==> config.mk <==
export PLATFORM = sky130hd
export DESIGN_NAME = weight_ram_ctrl
export DESIGN_NICKNAME = d
export VERILOG_FILES = /design/src/rtl/weight_ram_ctrl_pkg.sv /design/src/rtl/weight_addr_gen.sv /design/src/rtl/weight_ram_ctrl.sv
export SDC_FILE = /design/constraint.sdc
export NUM_CORES = 1
export LEC_CHECK = 0
export CORE_AREA = 4 4 339 341
export CTS_BUF_LIST = sky130_fd_sc_hd__clkbuf_8 sky130_fd_sc_hd__clkbuf_16
export CTS_CLUSTER_SIZE = 20
export DETAILED_ROUTE_END_ITERATION = 10
export DIE_AREA = 0 0 343 345
export PLACE_DENSITY = 0.52
export SKIP_CTS_REPAIR_TIMING = 1
export SYNTH_ARGS = -nofsm -noshare
export SYNTH_HDL_FRONTEND = slang
export SYNTH_HIERARCHICAL = 1
export SYNTH_SLANG_ARGS = --single-unit
==> constraint.sdc <==
create_clock -name clk -period 2.1 [get_ports clk]
set_input_delay 0.42 -clock clk [delete_from_list [all_inputs] [get_ports clk]]
set_output_delay 0.42 -clock clk [all_outputs]
set_load 0.01 [all_outputs]
==> src/rtl/weight_ram_ctrl_pkg.sv <==
// Shared constants, state encoding and write-beat payload for the weight RAM controller.
package weight_ram_ctrl_pkg;

  localparam int unsigned DATA_WIDTH              = 16;
  localparam int unsigned KERNEL_SIZE_MAX         = 5;
  localparam int unsigned WEIGHT_RAM_MAX          = 100;
  localparam int unsigned SLICE_PITCH             = KERNEL_SIZE_MAX * KERNEL_SIZE_MAX;
  localparam int unsigned SLICE_MAX               = WEIGHT_RAM_MAX / SLICE_PITCH;
  localparam int unsigned WEIGHT_READ_ADDR_WIDTH  = 10;
  localparam int unsigned WEIGHT_WRITE_ADDR_WIDTH = 5;
  localparam int unsigned SLICE_DATA_WIDTH        = SLICE_PITCH * DATA_WIDTH;

  localparam int unsigned KS_WIDTH        = 3;
  localparam int unsigned NS_WIDTH        = 3;
  localparam int unsigned IDX_WIDTH       = 5;  // in-slice index, up to 24
  localparam int unsigned SLICE_CNT_WIDTH = 3;

  typedef enum logic [1:0] {
    ST_IDLE  = 2'd0,
    ST_WRITE = 2'd1,
    ST_READ  = 2'd2,
    ST_DRAIN = 2'd3
  } state_e;

  // One accepted loader beat, held until the RAM write cycle.
  typedef struct packed {
    logic [WEIGHT_WRITE_ADDR_WIDTH-1:0] slice;
    logic [SLICE_DATA_WIDTH-1:0]        data;
  } wr_beat_t;

  // Only square kernels of odd size 1, 3 or 5 are supported.
  function automatic logic ks_legal(input logic [KS_WIDTH-1:0] ks);
    return (ks == 3'd1) || (ks == 3'd3) || (ks == 3'd5);
  endfunction

endpackage

==> src/rtl/weight_addr_gen.sv <==
// Slice/index counters producing the streaming read address and last-address flag.
module weight_addr_gen
  import weight_ram_ctrl_pkg::*;
(
  input  logic                              clk,
  input  logic                              rst_n,
  input  logic                              load,
  input  logic                              adv,
  input  logic [KS_WIDTH-1:0]               ks,
  input  logic [NS_WIDTH-1:0]               ns,
  output logic [WEIGHT_READ_ADDR_WIDTH-1:0] addr,
  output logic                              last_c
);

  logic [SLICE_CNT_WIDTH-1:0]        s_q, s_d;
  logic [IDX_WIDTH-1:0]              i_q, i_d;
  logic [IDX_WIDTH-1:0]              kk_last_q, kk_last_d;
  logic [NS_WIDTH-1:0]               ns_last_q, ns_last_d;
  logic [WEIGHT_READ_ADDR_WIDTH-1:0] base_q, base_d;
  logic [WEIGHT_READ_ADDR_WIDTH-1:0] addr_q, addr_d;
  logic [IDX_WIDTH-1:0]              ks_w;

  assign ks_w   = IDX_WIDTH'(ks);
  assign addr   = addr_q;
  assign last_c = (s_q == ns_last_q) && (i_q == kk_last_q);

  // Address kept as slice base + index; the base steps by the slice pitch on wrap.
  always_comb begin
    s_d       = s_q;
    i_d       = i_q;
    kk_last_d = kk_last_q;
    ns_last_d = ns_last_q;
    base_d    = base_q;
    addr_d    = addr_q;
    if (load) begin
      s_d       = '0;
      i_d       = '0;
      base_d    = '0;
      addr_d    = '0;
      kk_last_d = IDX_WIDTH'(ks_w * ks_w - IDX_WIDTH'(1));
      ns_last_d = NS_WIDTH'(ns - NS_WIDTH'(1));
    end else if (adv && !last_c) begin
      if (i_q == kk_last_q) begin
        i_d    = '0;
        s_d    = SLICE_CNT_WIDTH'(s_q + SLICE_CNT_WIDTH'(1));
        base_d = WEIGHT_READ_ADDR_WIDTH'(base_q + WEIGHT_READ_ADDR_WIDTH'(SLICE_PITCH));
        addr_d = WEIGHT_READ_ADDR_WIDTH'(base_q + WEIGHT_READ_ADDR_WIDTH'(SLICE_PITCH));
      end else begin
        i_d    = IDX_WIDTH'(i_q + IDX_WIDTH'(1));
        addr_d = WEIGHT_READ_ADDR_WIDTH'(addr_q + WEIGHT_READ_ADDR_WIDTH'(1));
      end
    end
  end

  // Counter registers.
  always_ff @(posedge clk or negedge rst_n) begin
    if (!rst_n) begin
      s_q       <= '0;
      i_q       <= '0;
      kk_last_q <= '0;
      ns_last_q <= '0;
      base_q    <= '0;
      addr_q    <= '0;
    end else begin
      s_q       <= s_d;
      i_q       <= i_d;
      kk_last_q <= kk_last_d;
      ns_last_q <= ns_last_d;
      base_q    <= base_d;
      addr_q    <= addr_d;
    end
  end

endmodule

==> src/rtl/weight_ram_ctrl.sv <==
// Weight RAM sequencer: arbitrates loader slice writes against weight streaming to the PE.
module weight_ram_ctrl
  import weight_ram_ctrl_pkg::*;
(
  input  logic                               clk,
  input  logic                               rst_n,
  input  logic                               wr_valid,
  output logic                               wr_ready,
  input  logic [WEIGHT_WRITE_ADDR_WIDTH-1:0] wr_slice,
  input  logic [SLICE_DATA_WIDTH-1:0]        wr_data,
  input  logic                               start,
  input  logic [KS_WIDTH-1:0]                kernel_size,
  input  logic [NS_WIDTH-1:0]                num_slices,
  output logic                               busy,
  output logic                               ram_ena_wr,
  output logic [WEIGHT_WRITE_ADDR_WIDTH-1:0] ram_addr_write,
  output logic [SLICE_DATA_WIDTH-1:0]        ram_din,
  output logic [WEIGHT_READ_ADDR_WIDTH-1:0]  ram_addr_read,
  input  logic [DATA_WIDTH-1:0]              ram_dout,
  output logic                               w_valid,
  output logic [DATA_WIDTH-1:0]              w_data,
  output logic                               w_last,
  output logic                               done,
  output logic                               err
);

  state_e   state_q, state_d;
  wr_beat_t wr_q, wr_d;
  logic     ram_ena_wr_q, ram_ena_wr_d;
  logic     busy_q, busy_d;
  logic     w_valid_q, w_valid_d;
  logic     w_last_q, w_last_d;
  logic     done_q, done_d;
  logic     err_q, err_d;
  logic     load_c;
  logic     last_c;
  logic     start_bad_c;

  // Start takes priority over a pending write in the same cycle.
  assign wr_ready    = (state_q == ST_IDLE) && !start;
  assign start_bad_c = !ks_legal(kernel_size) || (num_slices > NS_WIDTH'(SLICE_MAX));

  assign busy           = busy_q;
  assign ram_ena_wr     = ram_ena_wr_q;
  assign ram_addr_write = wr_q.slice;
  assign ram_din        = wr_q.data;
  assign w_valid        = w_valid_q;
  assign w_data         = ram_dout;
  assign w_last         = w_last_q;
  assign done           = done_q;
  assign err            = err_q;

  weight_addr_gen u_addr_gen (
    .clk    (clk),
    .rst_n  (rst_n),
    .load   (load_c),
    .adv    (state_q == ST_READ),
    .ks     (kernel_size),
    .ns     (num_slices),
    .addr   (ram_addr_read),
    .last_c (last_c)
  );

  // Next-state and registered-output decode.
  always_comb begin
    state_d      = state_q;
    wr_d         = wr_q;
    ram_ena_wr_d = 1'b0;
    w_valid_d    = 1'b0;
    w_last_d     = 1'b0;
    done_d       = 1'b0;
    err_d        = 1'b0;
    load_c       = 1'b0;
    unique case (state_q)
      ST_IDLE: begin
        if (start) begin
          if (start_bad_c) begin
            err_d = 1'b1;
          end else if (num_slices == '0) begin
            done_d = 1'b1;
          end else begin
            load_c  = 1'b1;
            state_d = ST_READ;
          end
        end else if (wr_valid) begin
          if (wr_slice >= WEIGHT_WRITE_ADDR_WIDTH'(SLICE_MAX)) begin
            err_d = 1'b1;
          end else begin
            wr_d.slice   = wr_slice;
            wr_d.data    = wr_data;
            ram_ena_wr_d = 1'b1;
            state_d      = ST_WRITE;
          end
        end
      end
      ST_WRITE: state_d = ST_IDLE;
      ST_READ: begin
        // Data for this cycle's address appears next cycle, so valid is delayed by one.
        w_valid_d = 1'b1;
        if (last_c) begin
          w_last_d = 1'b1;
          done_d   = 1'b1;
          state_d  = ST_DRAIN;
        end
      end
      ST_DRAIN: state_d = ST_IDLE;
      default:  state_d = ST_IDLE;
    endcase
    busy_d = (state_d == ST_READ) || (state_d == ST_DRAIN);
  end

  // State and output registers; reset drops any pending write.
  always_ff @(posedge clk or negedge rst_n) begin
    if (!rst_n) begin
      state_q      <= ST_IDLE;
      wr_q         <= '0;
      ram_ena_wr_q <= 1'b0;
      busy_q       <= 1'b0;
      w_valid_q    <= 1'b0;
      w_last_q     <= 1'b0;
      done_q       <= 1'b0;
      err_q        <= 1'b0;
    end else begin
      state_q      <= state_d;
      wr_q         <= wr_d;
      ram_ena_wr_q <= ram_ena_wr_d;
      busy_q       <= busy_d;
      w_valid_q    <= w_valid_d;
      w_last_q     <= w_last_d;
      done_q       <= done_d;
      err_q        <= err_d;
    end
  end

endmodule
==> results.sh, run 1 <==
export IMPL_die_h_um=345
export IMPL_r2r_end="u_addr_gen/base_q[8]$_DFFE_PN0P_"
export IMPL_power_leakage_nw=14.7
export IMPL_totalPowerFinal_mw=38.0
export IMPL_final_cell_mix="clkdlybuf4s50_1, dfrtp_1, mux2_4"
export IMPL_relSlewSlack_pct=53.1
export IMPL_drt_first_pass_iters=5
export IMPL_setup_tns_ns=0
export IMPL_hold_class="input pin to asynchronous set/reset pin"
export IMPL_syn_to_final_growth_pct=64.9
export IMPL_synth_edf_count=0
export IMPL_setup_viol=0
export IMPL_cts_root_buf="clkbuf_16"
export IMPL_maxSlewViolCount=0
export IMPL_finalHoldViolCount=0
export IMPL_cts_buffers=54
export IMPL_cts_tree="built"
export IMPL_cp_end_kind="output pin"
export IMPL_rrSetupSlack_ns=0.08
export IMPL_ff2ff_path_depth=5
export IMPL_n_fill_cell=11300
export IMPL_initial_utilization_pct=17.5
export IMPL_grtUsageMet1_pct=12.4
export IMPL_syn_inst=1131
export IMPL_nets=2521
export IMPL_cts_sinks=448
export IMPL_grtUsageTotal_pct=11.7
export IMPL_fin_crit_sh_pct=99.6
export IMPL_routabilityCongestion=0.833
export IMPL_criticalPathCategory="flip-flop to output pin"
export IMPL_synth_area_um2=19600
export IMPL_io_pins=869
export IMPL_worst_pin_slew_ns=0.703
export IMPL_routedWlPerCell_um=20.0
export IMPL_ctsLongestPathBuffers=3
export IMPL_rows=123
export IMPL_dieArea_um2=118000
export IMPL_grt_pass1_wl_um=105000
export IMPL_drive_gt1_share_pct=30.5
export IMPL_core_area_um2=112000
export IMPL_die_width_um=343
export IMPL_overflow=0
export IMPL_crit_arrival_ns=1.67
export IMPL_vias=13400
export IMPL_drc=0
export IMPL_antenna_found_initial=18
export IMPL_hpwl_um=57400
export IMPL_totalWireLength_um=72500
export IMPL_drt_vias_per_instance=3.68
export IMPL_use_met3_pct=3.62
export IMPL_synth_seq_area_share_pct=57.3
export IMPL_cp_required_ns=1.68
export IMPL_final_common_cell="clkdlybuf4s50_1"
export IMPL_r2r_start="u_addr_gen/i_q[3]$_DFFE_PN0P_"
export IMPL_synth_warnings=6
export IMPL_synth_nets=1568
export IMPL_whs_ns=0.382
export IMPL_max_freq_ghz=0.478
export IMPL_grt_setup_unrepaired="true"
export IMPL_grt_pass1_vias=14900
export IMPL_internal_power_mw=26.6
export IMPL_synthFlopType="dfrtp_1"
export IMPL_grt_max_degree=63
export IMPL_synthArstFlopShare_pct=100
export IMPL_ys_types=56
export IMPL_ant_nets=0
export IMPL_sequentialPowerShare_pct=35.9
export IMPL_fin_skew_ns=0.0269
export IMPL_htree_levels=2
export IMPL_gr_max_usage_layer="met2"
export IMPL_status="finished, final reports clean"
export IMPL_insertion_delay_ns=0.62
export IMPL_start_kind="flip-flop"
export IMPL_io_buffers=836
export IMPL_power_per_cell_area_nw_per_um2=1180
export IMPL_period_minus_slack_ns=2.09
export IMPL_clk_pin_slew_ns=0.06
export IMPL_grtUsageMet2_pct=21.6
export IMPL_switching_share_pct=29.9
export IMPL_cp_max_fo=4
export IMPL_avgSynthCellArea_um2=17.3
export IMPL_p_sw_mw=11.3
export IMPL_ir_worst_vdd_mv=0.561
export IMPL_maxCapViolCount=0
export IMPL_ys_ff_latch=448
export IMPL_pwr_share_clk_pct=25.7
export IMPL_p_comb_share_pct=38.3
export IMPL_first_iter_violations=596
==> cells in the mapped netlist (all sizes together), types with 5 or more instances <==
master,instances,area (um2)
xnor2,21,184
nor3,11,77.6
inv,9,41.3
a21oi,15,75.1
dfrtp,448,11200
nor2,27,104
o21ai,15,75.1
nand3,10,67.6
or3,5,31.3
o31ai,5,37.5
nand2,17,63.8
ha,6,75.1
nand4,5,31.3
mux2,403,5960
buf,62,985
clkbuf,9,33.8
xor2,5,43.8
==> routing by layer <==
metal / wire (um) / vias to the layer above
met3: 5120 / 140
met2: 38400 / 507
li1: - / 5926
met4: 2520 / 2
met1: 26500 / 6814
met5: 13 / -
==> cell type report <==
| cell class | instances | area [um2] | area share, % |
|---|---|---|---|
| Antenna cell | 10 | 25.0 | 0.0775 |
| Clock buffer | 65 | 1500 | 4.66 |
| Clock inverter | 31 | 362 | 1.12 |
| Inverter | 9 | 60.1 | 0.186 |
| Multi-Input combinational cell | 603 | 7340 | 22.7 |
| Sequential cell | 448 | 11200 | 34.8 |
| Tap cell | 1500 | 1880 | 5.81 |
| Timing Repair Buffer | 968 | 9900 | 30.7 |
==> per-stage QoR <==
step,worst slack [ns],utilization (%),area [um2],cells
CTS,-0.518,28.7,32100,3622
global placement,-0.479,27.0,30200,3526
global route,-0.128,28.8,32300,3633
detailed placement,-0.469,27.0,30200,3526
floorplan,-0.0429,-,19600,1131
finish,0.00906,28.9,32300,3634
==> state kept, by name, indices dropped and copies added, names as in the netlist, 2 cells and up <==
| register | cells |
|---|---|
| u_addr_gen/base_q | 10 |
| ram_din | 400 |
| u_addr_gen/kk_last_q | 4 |
| u_addr_gen/ns_last_q | 3 |
| u_addr_gen/i_q | 5 |
| u_addr_gen/addr | 10 |
| u_addr_gen/s_q | 3 |
| ram_addr_write | 5 |
| state_q | 2 |
==> worst max-delay path, stage by stage, from the launching register on <==
cell	delay [ns]
dfrtp_1	0.40
buf_4	0.17
nor3_4	0.21
buf_4	0.15
clkbuf_2	0.13
==> how the worst max path moves through the flow <==
stage                              start                          endpoint  slack [ns]  cells past startpoint
floorplan           state_q[0]$_DFF_PN0_  u_addr_gen/base_q[8]$_DFFE_PN0P_       -0.04                      7
global placement           num_slices[1]  u_addr_gen/base_q[4]$_DFFE_PN0P_       -0.48                     10
detailed placement         num_slices[1]  u_addr_gen/base_q[4]$_DFFE_PN0P_       -0.47                     10
CTS                 state_q[0]$_DFF_PN0_                          wr_ready       -0.52                      4
global route        state_q[1]$_DFF_PN0_                          wr_ready       -0.13                      4
finish              state_q[1]$_DFF_PN0_                          wr_ready       0.009                      4
==> cell families (layout without fill, tap and decap cells) <==
group | after synthesis | in the layout | synth area share (%)
multiplexers | 407 | 407 | 30.7
other | 0 | 10 | 0
adder cells (fa/ha/maj) | 6 | 6 | 0.383
AO/OA/AOI/OAI | 64 | 64 | 2.29
XOR/XNOR | 26 | 26 | 1.16
buffers and inverters | 80 | 1073 | 5.41
flip-flops | 448 | 448 | 57.3
AND/OR/NAND/NOR | 100 | 100 | 2.81
==> power by group through the flow <==
stage | logic, mW | clock network (mW) | registers [mW]
after floorplan | 5.03 | 0 | 14.5
after global placement | 14.6 | 0 | 13.7
after detailed placement | 14.7 | 0 | 13.7
after CTS | 14.8 | 10.2 | 13.7
after global routing | 15.4 | 10.5 | 14.1
final | 14.6 | 9.76 | 13.6
Note: power is estimated with default switching activity, not from simulation.
==> inputs of run 2 (changes only) <==
--- a/config.mk
+++ b/config.mk
@@ -5,12 +5,12 @@
 export SDC_FILE = /design/constraint.sdc
 export NUM_CORES = 1
 export LEC_CHECK = 0
-export CORE_AREA = 4 4 339 341
+export CORE_AREA = 2 2 335 337
 export CTS_BUF_LIST = sky130_fd_sc_hd__clkbuf_8 sky130_fd_sc_hd__clkbuf_16
 export CTS_CLUSTER_SIZE = 20
 export DETAILED_ROUTE_END_ITERATION = 10
-export DIE_AREA = 0 0 343 345
-export PLACE_DENSITY = 0.52
+export DIE_AREA = 0 0 337 339
+export PLACE_DENSITY = 0.51
 export SKIP_CTS_REPAIR_TIMING = 1
 export SYNTH_ARGS = -nofsm -noshare
 export SYNTH_HDL_FRONTEND = slang
==> constraint.sdc (replaced) <==
create_clock -name clk -period 2.56 [get_ports clk]
set_input_delay 0.512 -clock clk [delete_from_list [all_inputs] [get_ports clk]]
set_output_delay 0.512 -clock clk [all_outputs]
set_load 0.01 [all_outputs]
==> run 2 against run 1 <==
Compared with the run above:
- combinational power shrank 20%
- sequential power shrank 18%
- die area shrank 3.5%
- clock-buffer cell count grew 5
- sequential cell count is the same
- clock skew shrank 0.015 ns
- hold slack gained 0.11 ns
- non-clock buffer count shrank 20
- cell count shrank 0.61%
- total power shrank 18%
- global-route usage shrank 0.36 points
- critical path type is now flip-flop to flip-flop
- critical endpoint is now u_addr_gen/addr[9]$_DFFE_PN0P_
- largest cell class unchanged
==> results.sh, run 2 (synthesis results as in run 1) <==
export IMPL_sequentialPowerShare_pct=36.0
export IMPL_insertion_delay_ns=0.61
export IMPL_startpoint="u_addr_gen/i_q[0]$_DFFE_PN0P_"
export IMPL_io_buffers=836
export IMPL_finalHoldViolCount=0
export IMPL_period_minus_slack_ns=2.36
export IMPL_routabilityCongestion=0.816
export IMPL_max_freq_ghz=0.424
export IMPL_power_per_cell_area_nw_per_um2=971
export IMPL_stdcell_count=3612
export IMPL_ctsLongestPathBuffers=3
export IMPL_cts_buffers=55
export IMPL_setup_viol=0
export IMPL_power_leakage_nw=13.7
export IMPL_p_comb_share_pct=37.6
export IMPL_crit_arrival_ns=2.91
export IMPL_hpwl_um=53400
export IMPL_grt_setup_unrepaired="false"
export IMPL_ant_nets=0
export IMPL_p_sw_mw=9.17
export IMPL_switching_share_pct=29.6
export IMPL_nets=2502
export IMPL_dieArea_um2=114000
export IMPL_htree_levels=2
export IMPL_grt_pass1_wl_um=98200
export IMPL_start_kind="flip-flop"
export IMPL_maxSlewViolCount=0
export IMPL_cts_tree="built"
export IMPL_drt_vias_per_instance=3.64
export IMPL_drt_first_pass_iters=4
export IMPL_criticalPathCategory="flip-flop to flip-flop"
export IMPL_largest_reg_flops=400
export IMPL_r2r_start="u_addr_gen/i_q[0]$_DFFE_PN0P_"
export IMPL_final_common_cell="clkdlybuf4s50_1"
export IMPL_grt_pass1_vias=14700
export IMPL_drc=0
export IMPL_totalWireLength_um=68100
export IMPL_n_fill_cell=11100
export IMPL_rows=122
export IMPL_fin_skew_ns=0.0117
export IMPL_ir_worst_vdd_mv=0.471
export IMPL_io_pins=869
export IMPL_grt_max_degree=67
export IMPL_overflow=0
export IMPL_syn_to_final_growth_pct=63.2
export IMPL_status="finished, final reports clean"
export IMPL_final_cell_mix="clkdlybuf4s50_1, dfrtp_1, mux2_4"
export IMPL_cts_root_buf="clkbuf_16"
export IMPL_core_area_um2=110000
export IMPL_cp_required_ns=3.11
export IMPL_die_h_um=339
export IMPL_cts_sinks=448
export IMPL_setup_tns_ns=0
export IMPL_initial_utilization_pct=17.7
export IMPL_antenna_found_initial=13
export IMPL_fin_crit_sh_pct=92.2
export IMPL_cp_end_kind="flip-flop"
export IMPL_worst_pin_slew_ns=0.799
export IMPL_pwr_share_clk_pct=26.3
export IMPL_relSlewSlack_pct=46.7
export IMPL_final_util_pct=29.0
export IMPL_placedCellCount=3495
export IMPL_cp_max_fo=19
export IMPL_first_iter_violations=374
export IMPL_hold_class="input pin to asynchronous set/reset pin"
export IMPL_grtUsageTotal_pct=11.4
export IMPL_die_width_um=337
export IMPL_clk_pin_slew_ns=0.06
export IMPL_maxCapViolCount=0
export IMPL_routedWlPerCell_um=18.9
export IMPL_drive_gt1_share_pct=29.6
export IMPL_vias=13200
export IMPL_internal_power_mw=21.9
-- run 2: changes by cell type in the layout (fill, tap and decap cells not counted), moves of 3 or more --
cell / previous run / this run
buf_12: 31 / 26
buf_4: 101 / 85
clkbuf_8: 11 / 14
clkdlybuf4s50_1: 772 / 834
clkinvlp_4: 1 / 4
dfrtp_1: 442 / 447
dfrtp_2: 6 / 1
diode_2: 10 / 14
dlymetal6s2s_1: 61 / 1
inv_1: 19 / 16
-- run 2: path summary, 6_finish.rpt --
kind / endpoint / slack, ns / cells past startpoint
worst max-delay path: u_addr_gen/addr[9]$_DFFE_PN0P_ / 0.20 / 5
worst min-delay path: ram_din[205]$_DFFE_PN0P_ / 0.49 / 2
worst max register to register: u_addr_gen/addr[9]$_DFFE_PN0P_ / 0.20 / 5
worst min register to register: ram_addr_write[2]$_DFFE_PN0P_ / 0.49 / 1
max in group asynchronous: ram_din[235]$_DFFE_PN0P_ / 1.24 / 3
min in group clk: ram_addr_write[2]$_DFFE_PN0P_ / 0.49 / 1
-- run 2: per-stage QoR --
stage / setup slack (ns) / cell area (um2) / total power, mW / hold slack (ns)
5_1_grt: 0.0760 / 31900 / 32.6 / 0.451
3_3_place_gp: -0.146 / 30000 / 22.9 / 0.471
2_1_floorplan: 0.306 / 19600 / 16.0 / 0.216
4_1_cts: -0.0824 / 31900 / 31.6 / -0.108
3_5_place_dp: -0.174 / 30000 / 23.0 / 0.471
6_report: 0.199 / 32000 / 31.0 / 0.490
-- run 2: area by class of cell --
class	instances	area, um2	area share (%)
sequential	448	11200	35.1
timing repair buffer	948	9540	29.9
multi-input combinational	603	7310	22.9
tap	1488	1860	5.83
clock buffer	70	1590	4.99
clock inverter	32	337	1.05
inverter	9	60.1	0.188
antenna	14	35.0	0.110
-- run 2: power groups by stage --
stage | clock [mW] | sequential [mW] | combinational, mW
CTS | 8.50 | 11.2 | 11.8
finish | 8.17 | 11.2 | 11.7
detailed placement | 0 | 11.3 | 11.8
floorplan | 0 | 11.9 | 4.12
global route | 8.80 | 11.5 | 12.3
global placement | 0 | 11.2 | 11.7
-- run 2: routing by layer --
metal	GRT usage [%]	part of all wire (%)
met1	12.5	37
met2	20.1	51
met3	3.56	8.2
met4	4.93	3.2
met5	0	0.021
-- run 2: critical path: stages (launching register included) --
cell and delay (ns):
dfrtp_1 0.44, and3_2 0.23, nor2_2 0.63, o21ai_0 0.45, o31ai_1 0.39, a221o_1 0.16
==> inputs of run 3 (changes only) <==
--- a/config.mk
+++ b/config.mk
@@ -12,6 +12,7 @@
 export DIE_AREA = 0 0 337 339
 export PLACE_DENSITY = 0.51
 export SKIP_CTS_REPAIR_TIMING = 1
+export SLEW_MARGIN = 15
 export SYNTH_ARGS = -nofsm -noshare
 export SYNTH_HDL_FRONTEND = slang
 export SYNTH_HIERARCHICAL = 1
==> results of run 3 <==
Same layout as run 2: the final DEF is identical, and so are final timing and power.
